[src/rtl/serdes_clk_pkg.sv]
// Shared definitions for the SERDES clock sequencer: state encodings,
// counter saturation limits and default cycle counts.
package serdes_clk_pkg;

  typedef enum logic [2:0] {
    ST_IDLE       = 3'd0,
    ST_PLL_RST    = 3'd1,
    ST_WAIT_LOCK  = 3'd2,
    ST_SETTLE     = 3'd3,
    ST_SERDES_RST = 3'd4,
    ST_RUN        = 3'd5,
    ST_FAIL       = 3'd6
  } state_e;

  localparam logic [2:0] RETRY_SAT = 3'd7;
  localparam logic [7:0] LOSS_SAT  = 8'd255;

  localparam int DEF_RST_HOLD_CYC     = 64;
  localparam int DEF_LOCK_TIMEOUT_CYC = 200000;
  localparam int DEF_SETTLE_CYC       = 1024;
  localparam int DEF_SERDES_RST_CYC   = 16;
  localparam int DEF_MAX_RETRY        = 7;
  localparam int DEF_CNT_W            = 20;

  function automatic logic [2:0] sat_inc_retry(input logic [2:0] v);
    return (v == RETRY_SAT) ? v : v + 3'd1;
  endfunction

  function automatic logic [7:0] sat_inc_loss(input logic [7:0] v);
    return (v == LOSS_SAT) ? v : v + 8'd1;
  endfunction

endpackage

[src/rtl/serdes_clk_seq_if.sv]
// Control/status bundle between the PLL/SERDES clock sequencer and its user.
interface serdes_clk_seq_if;
  logic       en;
  logic       pll_locked_in;
  logic       pll_rst_out;
  logic       serdes_rst_out;
  logic       ready;
  logic       fail;
  logic [2:0] retry_cnt;
  logic [7:0] loss_cnt;
  logic [2:0] state_out;

  modport master (
    output en, pll_locked_in,
    input  pll_rst_out, serdes_rst_out, ready, fail, retry_cnt, loss_cnt, state_out
  );

  modport slave (
    input  en, pll_locked_in,
    output pll_rst_out, serdes_rst_out, ready, fail, retry_cnt, loss_cnt, state_out
  );
endinterface

[src/rtl/serdes_clk_seq_sync_2ff.sv]
// Generic 1-bit two-flop synchronizer for single-bit level CDC paths.
module sync_2ff #(
  parameter logic RST_VAL = 1'b0
) (
  input  logic i_clk,
  input  logic i_rst,
  input  logic i_d,
  output logic o_q
);
  (* ASYNC_REG = "TRUE" *) logic r_meta;
  (* ASYNC_REG = "TRUE" *) logic r_sync;

  always_ff @(posedge i_clk) begin
    if (i_rst) begin
      r_meta <= RST_VAL;
      r_sync <= RST_VAL;
    end else begin
      r_meta <= i_d;
      r_sync <= r_meta;
    end
  end

  assign o_q = r_sync;
endmodule

[src/rtl/serdes_clk_seq.sv]
// PLL power-up/recovery sequencer: PLL reset, lock wait with bounded retries,
// settle, SERDES reset pulse, then READY until lock is lost.
module serdes_clk_seq
  import serdes_clk_pkg::*;
#(
  parameter int RST_HOLD_CYC     = DEF_RST_HOLD_CYC,
  parameter int LOCK_TIMEOUT_CYC = DEF_LOCK_TIMEOUT_CYC,
  parameter int SETTLE_CYC       = DEF_SETTLE_CYC,
  parameter int SERDES_RST_CYC   = DEF_SERDES_RST_CYC,
  parameter int MAX_RETRY        = DEF_MAX_RETRY,
  parameter int CNT_W            = DEF_CNT_W
) (
  input  logic            i_clk,
  input  logic            i_rst,
  serdes_clk_seq_if.slave bus
);
  localparam logic [CNT_W-1:0] HOLD_LAST    = CNT_W'(RST_HOLD_CYC - 1);
  localparam logic [CNT_W-1:0] TIMEOUT_LAST = CNT_W'(LOCK_TIMEOUT_CYC - 1);
  localparam logic [CNT_W-1:0] SETTLE_LAST  = CNT_W'(SETTLE_CYC - 1);
  localparam logic [CNT_W-1:0] SRST_LAST    = CNT_W'(SERDES_RST_CYC - 1);

  state_e           r_state, w_nxt_state;
  logic [CNT_W-1:0] r_timer, w_nxt_timer;
  logic [2:0]       r_retry, w_nxt_retry, w_retry_inc;
  logic [7:0]       r_loss, w_nxt_loss;
  logic             r_pll_rst, r_serdes_rst, r_ready, r_fail;
  logic             w_lk;

  sync_2ff #(.RST_VAL(1'b0)) u_lk_sync (
    .i_clk (i_clk),
    .i_rst (i_rst),
    .i_d   (bus.pll_locked_in),
    .o_q   (w_lk)
  );

  always_comb begin
    w_nxt_state = r_state;
    w_nxt_retry = r_retry;
    w_nxt_loss  = r_loss;
    w_retry_inc = sat_inc_retry(r_retry);
    if (!bus.en) begin
      w_nxt_state = ST_IDLE;
    end else begin
      case (r_state)
        ST_IDLE: begin
          w_nxt_state = ST_PLL_RST;
          w_nxt_retry = '0;
        end
        ST_PLL_RST:
          if (r_timer == HOLD_LAST) w_nxt_state = ST_WAIT_LOCK;
        ST_WAIT_LOCK:
          if (w_lk) begin
            w_nxt_state = ST_SETTLE;
          end else if (r_timer == TIMEOUT_LAST) begin
            w_nxt_retry = w_retry_inc;
            if (MAX_RETRY != 0 && int'(w_retry_inc) >= MAX_RETRY)
              w_nxt_state = ST_FAIL;
            else
              w_nxt_state = ST_PLL_RST;
          end
        // A lock drop while settling restarts the lock wait without costing a retry.
        ST_SETTLE:
          if (!w_lk)                      w_nxt_state = ST_WAIT_LOCK;
          else if (r_timer == SETTLE_LAST) w_nxt_state = ST_SERDES_RST;
        ST_SERDES_RST:
          if (!w_lk) begin
            w_nxt_state = ST_PLL_RST;
            w_nxt_loss  = sat_inc_loss(r_loss);
          end else if (r_timer == SRST_LAST) begin
            w_nxt_state = ST_RUN;
          end
        ST_RUN:
          if (!w_lk) begin
            w_nxt_state = ST_PLL_RST;
            w_nxt_loss  = sat_inc_loss(r_loss);
            w_nxt_retry = '0;
          end
        ST_FAIL: w_nxt_state = ST_FAIL;
        default: w_nxt_state = ST_IDLE;
      endcase
    end
    // Timer parks at zero in the two waiting-forever states so it cannot wrap.
    if (w_nxt_state != r_state || r_state == ST_IDLE || r_state == ST_FAIL)
      w_nxt_timer = '0;
    else
      w_nxt_timer = r_timer + 1'b1;
  end

  always_ff @(posedge i_clk) begin
    if (i_rst) begin
      r_state      <= ST_IDLE;
      r_timer      <= '0;
      r_retry      <= '0;
      r_loss       <= '0;
      r_pll_rst    <= 1'b1;
      r_serdes_rst <= 1'b1;
      r_ready      <= 1'b0;
      r_fail       <= 1'b0;
    end else begin
      r_state      <= w_nxt_state;
      r_timer      <= w_nxt_timer;
      r_retry      <= w_nxt_retry;
      r_loss       <= w_nxt_loss;
      r_pll_rst    <= (w_nxt_state == ST_IDLE) || (w_nxt_state == ST_PLL_RST) ||
                      (w_nxt_state == ST_FAIL);
      r_serdes_rst <= (w_nxt_state != ST_RUN);
      r_ready      <= (w_nxt_state == ST_RUN);
      r_fail       <= (w_nxt_state == ST_FAIL);
    end
  end

  assign bus.pll_rst_out    = r_pll_rst;
  assign bus.serdes_rst_out = r_serdes_rst;
  assign bus.ready          = r_ready;
  assign bus.fail           = r_fail;
  assign bus.retry_cnt      = r_retry;
  assign bus.loss_cnt       = r_loss;
  assign bus.state_out      = r_state;
endmodule
[src/flat_wrapper.sv]
// flat-port wrapper written by rule: the top's interface ports become plain ports
module serdes_clk_seq_flat import serdes_clk_pkg::*;
#(
  parameter int RST_HOLD_CYC     = DEF_RST_HOLD_CYC,
  parameter int LOCK_TIMEOUT_CYC = DEF_LOCK_TIMEOUT_CYC,
  parameter int SETTLE_CYC       = DEF_SETTLE_CYC,
  parameter int SERDES_RST_CYC   = DEF_SERDES_RST_CYC,
  parameter int MAX_RETRY        = DEF_MAX_RETRY,
  parameter int CNT_W            = DEF_CNT_W
)
  (i_clk, i_rst, bus_en, bus_pll_locked_in, bus_pll_rst_out, bus_serdes_rst_out, bus_ready, bus_fail, bus_retry_cnt, bus_loss_cnt, bus_state_out);
  serdes_clk_seq_if bus_i ();
  input  logic i_clk;
  input  logic i_rst;
  input wire logic [$bits(bus_i.en)-1:0] bus_en;
  input wire logic [$bits(bus_i.pll_locked_in)-1:0] bus_pll_locked_in;
  output wire logic [$bits(bus_i.pll_rst_out)-1:0] bus_pll_rst_out;
  output wire logic [$bits(bus_i.serdes_rst_out)-1:0] bus_serdes_rst_out;
  output wire logic [$bits(bus_i.ready)-1:0] bus_ready;
  output wire logic [$bits(bus_i.fail)-1:0] bus_fail;
  output wire logic [$bits(bus_i.retry_cnt)-1:0] bus_retry_cnt;
  output wire logic [$bits(bus_i.loss_cnt)-1:0] bus_loss_cnt;
  output wire logic [$bits(bus_i.state_out)-1:0] bus_state_out;
  assign bus_i.en = bus_en;
  assign bus_i.pll_locked_in = bus_pll_locked_in;
  assign bus_pll_rst_out = bus_i.pll_rst_out;
  assign bus_serdes_rst_out = bus_i.serdes_rst_out;
  assign bus_ready = bus_i.ready;
  assign bus_fail = bus_i.fail;
  assign bus_retry_cnt = bus_i.retry_cnt;
  assign bus_loss_cnt = bus_i.loss_cnt;
  assign bus_state_out = bus_i.state_out;
  serdes_clk_seq #(.RST_HOLD_CYC(RST_HOLD_CYC), .LOCK_TIMEOUT_CYC(LOCK_TIMEOUT_CYC), .SETTLE_CYC(SETTLE_CYC), .SERDES_RST_CYC(SERDES_RST_CYC), .MAX_RETRY(MAX_RETRY), .CNT_W(CNT_W)) u_core (.i_clk(i_clk), .i_rst(i_rst), .bus(bus_i));
endmodule
[config.mk]
export PLATFORM = sky130hd
export DESIGN_NAME = serdes_clk_seq_flat
export DESIGN_NICKNAME = d
export VERILOG_FILES = /design/src/rtl/serdes_clk_pkg.sv /design/src/rtl/serdes_clk_seq_if.sv /design/src/rtl/serdes_clk_seq_sync_2ff.sv /design/src/rtl/serdes_clk_seq.sv /design/src/flat_wrapper.sv
export SDC_FILE = /design/constraint.sdc
export NUM_CORES = 1
export LEC_CHECK = 0
export CORE_MARGIN = 2
export CORE_UTILIZATION = 55
export DETAILED_ROUTE_END_ITERATION = 8
export DONT_BUFFER_PORTS = 1
export PLACE_DENSITY = 0.66
export SLEW_MARGIN = 30
export SYNTH_ARGS = -nofsm -noshare
export SYNTH_HDL_FRONTEND = slang
export SYNTH_SLANG_ARGS = --single-unit
[constraint.sdc]
create_clock -name i_clk -period 4.8 [get_ports i_clk]
set_clock_uncertainty 0.1 [all_clocks]
set_input_delay 0.96 -clock i_clk [delete_from_list [all_inputs] [get_ports i_clk]]
set_output_delay 0.96 -clock i_clk [all_outputs]
set_load 0.01 [all_outputs]
* Yosys cells after proc, flatten, opt, wreduce, memory -nomap -nowiden
Index checks and enable logic that the tools add are counted.
Cells by class: equality and inequality tests 20, multiplexer cells 16, reduce and logical (&&, ||, !) cells 11, bitwise logic cells 2, add/sub/neg operators 3, magnitude comparators 1
Operators by type and width (count):
- $mux 3 | 14
- $pmux 3 s7 | 1
- $add 20x1->20 const B | 1
- $eq 20x10->1 const B | 1
- $eq 20x18->1 const B | 1
- $eq 20x4->1 const B | 1
- $eq 20x6->1 const B | 1
- $eq 3x3->1 const B | 6
- $pmux 3 s3 | 1
- $add 8x1->8 const B | 1
- $eq 8x8->1 const B | 1
- $eq 3x1->1 const B | 2
- $eq 3x2->1 const B | 2
- $logic_not 3->1 | 2
- $reduce_and 5->1 | 1
- $logic_or 1x1->1 | 4
- $ne 2x2->1 const B | 2
- $reduce_and 4->1 | 1
- $reduce_or 2->1 | 2
- $add 3x1->3 const B | 1
- $ge 3x3->1 const B | 1
- $ne 3x3->1 | 1
- $ne 3x3->1 const B | 1
- $reduce_bool 3->1 | 1
- other kinds (2) | 3
Word-level totals: word-level logic and storage cells 63, flip-flop bits (word level) 40, input port bits 4, output and inout port bits 18

* Longest topological paths before layout
depth after elaboration 12, depth in mapped cells 9, gate-level depth less buffers 7

* Cells and area by module
A second synthesis with hierarchy kept.
Unflattened totals: cell total of the unflattened synthesis 246, area total of the unflattened synthesis 2304.7 um2
Modules (own cells, without submodules):
- serdes_clk_seq | times used 1, cells each 242, area an instance 2252.2 um2, seq. area each 760.7 um2
- sync_2ff | times used 1, cells each 4, area an instance 52.6 um2, seq. area each 40.0 um2

* Worst setup path before layout
Ideal clock, no wire load.
path type register to register, start register u_core.r_timer[0], end register u_core.r_serdes_rst (netlist: u_core.bus.serdes_rst_out), setup time 127 ps, required time 4573 ps, cell stages (with the launch flop) 9, arrival 2220 ps, path slack 2353 ps, clock period less this slack 2447 ps, path buffers 1, cell sequence dfxtp_1 > ha_1 > and4_1 > clkbuf_1 > nand4_1 > or3_1 > o211a_2 > nand2b_1 > or3b_1
Between the ends: longest elaborated chain between the ends 6, elaborated cells on any way between the ends 14, those cells by class 5 x eq/ne; 9 x mux
RTL lines:
- start: declaration | RTL line serdes_clk_seq.sv:23 | logic [CNT_W-1:0] r_timer, w_nxt_timer;
- start signal: assignment | RTL line serdes_clk_seq.sv:101 | r_timer <= w_nxt_timer;
- $eq 20x4->1, or another cell as far along | RTL line serdes_clk_seq.sv:69 | end else if (r_timer == SRST_LAST) begin
- $mux 3, on equally long branches | RTL line serdes_clk_seq.sv:69, serdes_clk_seq.sv:54, serdes_clk_seq.sv:64
- $mux 3, on equally long branches | RTL line serdes_clk_seq.sv:66, serdes_clk_seq.sv:52, serdes_clk_seq.sv:63
- $pmux 3 s7 * | RTL line serdes_clk_seq.sv:44 | case (r_state)
- $mux 3 * | RTL line serdes_clk_seq.sv:41 | if (!bus.en) begin
- $ne 3x3->1 * | RTL line serdes_clk_seq.sv:106 | r_serdes_rst <= (w_nxt_state != ST_RUN);
- end signal: assignment | RTL line serdes_clk_seq.sv:106
- end: declaration | RTL line serdes_clk_seq.sv:26 | logic r_pll_rst, r_serdes_rst, r_ready, r_fail;
Every way passes the cells marked *; elsewhere a longest branch is shown, timed or not. A chain may end at the register's enable or synchronous reset.

* Worst setup path in the final report
start register u_core.r_timer[0], end register u_core.r_timer[5]
Between the ends: longest elaborated chain between the ends 9, elaborated cells on any way between the ends 18, those cells by class 1 x add/sub; 5 x eq/ne; 9 x mux; 3 x reduce/logical
RTL lines:
- $eq 20x4->1, or another cell as far along | RTL line serdes_clk_seq.sv:69
- $mux 3, on equally long branches | RTL line serdes_clk_seq.sv:69, serdes_clk_seq.sv:54, serdes_clk_seq.sv:64
- $mux 3, on equally long branches | RTL line serdes_clk_seq.sv:66, serdes_clk_seq.sv:52, serdes_clk_seq.sv:63
- $pmux 3 s7 | RTL line serdes_clk_seq.sv:44
- $mux 3 | RTL line serdes_clk_seq.sv:41
- $ne 3x3->1 | RTL line serdes_clk_seq.sv:83 | if (w_nxt_state != r_state || r_state == ST_IDLE || r_state == ST_FAIL)
- $logic_or 1x1->1 (2 in a row) | RTL line serdes_clk_seq.sv:83
- $reduce_or 2->1 (no source line)
Parallel ways exist; a longest one is shown, timed or not.

==> metrics.csv <==
metric;value;unit
DRT Wirelength;4250;um
insertion delay of the later-clocked pin in the worst-skew pair;0.29;ns
kind of cell adding the most delay to the critical path;compound AO/OA/AOI/OAI gates;
Async SR Flop Fraction;0;
Peak VDD IR;0.000207;V
share of cells above drive strength 1;0.0830;
vias in the first global route;1685;
Ports;22;
CP Class;reg2reg;
Hold Path Class;reg2reg;
Pleak;0.770;nW
Post-DP Area;2130;um^2
Critical Path Fanout Max;20;
antenna violations before repair;0;
clk buf depth;2;
Synth area leader;dfxtp_1;
vias;1778;
Slew Limit Fails;0;
clock-pin slew on the worst setup and hold paths;0.07;ns
achievable clock frequency;0.369;GHz
Main synth FF type;dfxtp_1;
power per cell area;290;nW/um^2
total CTS buffers;5;
GRT overflow;0;
minimum clock period;2.71;ns
post-route setup slack;2.09;ns
# DRC;0;
commonest cells after routing, fill and taps aside;dfxtp_1 (40), nor2_1 (23), nor3_1 (23), xor2_1 (17), nand2_1 (15);
routability cong.;0.832;
startpoint class of the critical path;register;
CTS resizes;0;
Final nets;247;
sequential share of the synthesized area;0.378;
Die X-Extent;66.0;um
First-pass DRT Iterations;4;
period utilization;0.564;
delay of the slowest critical-path stage;0.62;ns
RSZ-0062 raised after global routing;no;
Setup Buffers After CTS;0;
hold-critical path depth;1;
antenna cells;0;
starting density of the core;0.574;
Setup Viol. Count Final;0;
Synth Warn #;0;
# clock sinks;40;
Area contributors post-synth;dfxtp_1 (38%), xor2_1 (7.0%), nor3_1 (5.4%);
reg2reg path depth;8;
synthesized area;2120;um^2
GR Util All Layers;0.221;
largest net degree at the start of global routing;21;
CP max-delay cell;o41ai_1;
uppermost layer routed;met4;
first-pass GRT wire length;7470;um
dpl hpwl;3140;um
most common cell after layout, fill and taps aside;dfxtp_1;
outcome;completed;
H-tree depth;2;
WL per Instance;14.7;um
final instance area;2250;um^2
share of the synthesized area in the top cell type;0.378;
Syn Area/Cell;8.64;um^2
core area;3690;um^2
Total Die Area;4360;um^2
I/O Buffers;0;
clock root buffer;clkbuf_8;
Crit path buffers/inverters;1;
number of enable flip-flop cells after synthesis;0;
Place WS;2.11;ns
CTS tree;built;
CP Cell Sequence;ha_1, and4_1, nand4_1, o41ai_1, a41oi_2, a211oi_2, buf_4, nor3_1;
die height;66.0;um
Worst Tran Pin Value;0.698;ns
# rows;22;
Levels on crit path;8;
met3 WL post-DR;273;um
area delta synth->final;6.50;%
WL met1;1890;um
Vias per Instance;6.15;
CP Capture Type;register;
Critical Path AT;2.78;ns
hold_buf cts;0;
Worst slew margin;0.533;
Crit path required time;4.87;ns
Synth Register Bits;40;
MaxCap Viol Count;0;
syn_nets;252;
final hold vios;0;
Fin Setup TNS;0;ns
Yosys cell types;47;
routed length on met2;2040;um
Syn Inst Count;245;
DR iter-0 viols;110;
DRT antenna net count;0;
## metrics by stage
stage	hold slack, ns	util	power [mW]	cells
finish	0.352	0.611	0.653	289
floorplan	0.314	-	0.364	245
global route	0.381	0.611	0.677	289
CTS	0.357	0.611	0.660	289
detailed placement	0.330	0.577	0.364	281
global placement	0.321	0.577	0.364	281
## synth_stat cells (3+ instances only)
| master | number |
|---|---|
| or4_1 | 3 |
| o21ai_0 | 4 |
| and3_1 | 6 |
| dfxtp_1 | 40 |
| and2_1 | 3 |
| and4_1 | 6 |
| xor2_1 | 17 |
| nand2_1 | 15 |
| nand3_1 | 14 |
| nor2_1 | 23 |
| clkbuf_1 | 12 |
| nand4_1 | 14 |
| inv_1 | 6 |
| nand2b_1 | 4 |
| xnor2_1 | 10 |
| o32ai_1 | 3 |
| nor3_1 | 23 |
| ha_1 | 3 |
## per-layer routing
metal / global-route usage / vias to the layer above
li1: - / 883
met1: 0.272 / 842
met2: 0.364 / 46
met3: 0.0716 / 7
met4: 0.0740 / 0
met5: 0 / -
## logic make-up after synthesis
kind of cell | count (synthesis) | share of synthesized area
compound gates | 27 | 0.102
buf+inv | 20 | 0.0408
fa+ha+maj | 3 | 0.0177
mux | 1 | 0.00473
xor+xnor | 27 | 0.112
simple gates | 127 | 0.345
flops | 40 | 0.378
## worst paths after layout
kind                      startpoint              endpoint  slack [ns]
max                u_core.r_timer[0]     u_core.r_timer[5]        2.09
max reg2reg        u_core.r_timer[0]     u_core.r_timer[5]        2.09
min reg2reg  u_core.u_lk_sync.r_meta  u_core.u_lk_sync.o_q        0.35
min          u_core.u_lk_sync.r_meta  u_core.u_lk_sync.o_q        0.35
## state kept, by name, indices dropped and copies added (netlist names)
signal and count:
u_core.u_lk_sync.r_meta 1, u_core.bus.serdes_rst_out 1, u_core.bus.state_out 3, u_core.bus.loss_cnt 8, u_core.r_timer 20, u_core.bus.retry_cnt 3
u_core.u_lk_sync.o_q 1, u_core.bus.pll_rst_out 1, u_core.bus.ready 1, u_core.bus.fail 1
## power by group
part	switching (mW)	internal [mW]	leakage (nW)
clock	0.113	0.183	0.0645
combinational	0.0128	0.00769	0.383
sequential	0.00299	0.333	0.323
## cell type report
class                      instances  area [um^2]
clock inverter                     1         30.0
tap                               48         60.1
fill                             342         1430
inverter                           6         22.5
sequential                        40          801
clock buffer                       7         96.3
timing repair buffer               2         15.0
multi-input combinational        185         1230
Power figures use the tool's default switching activity.
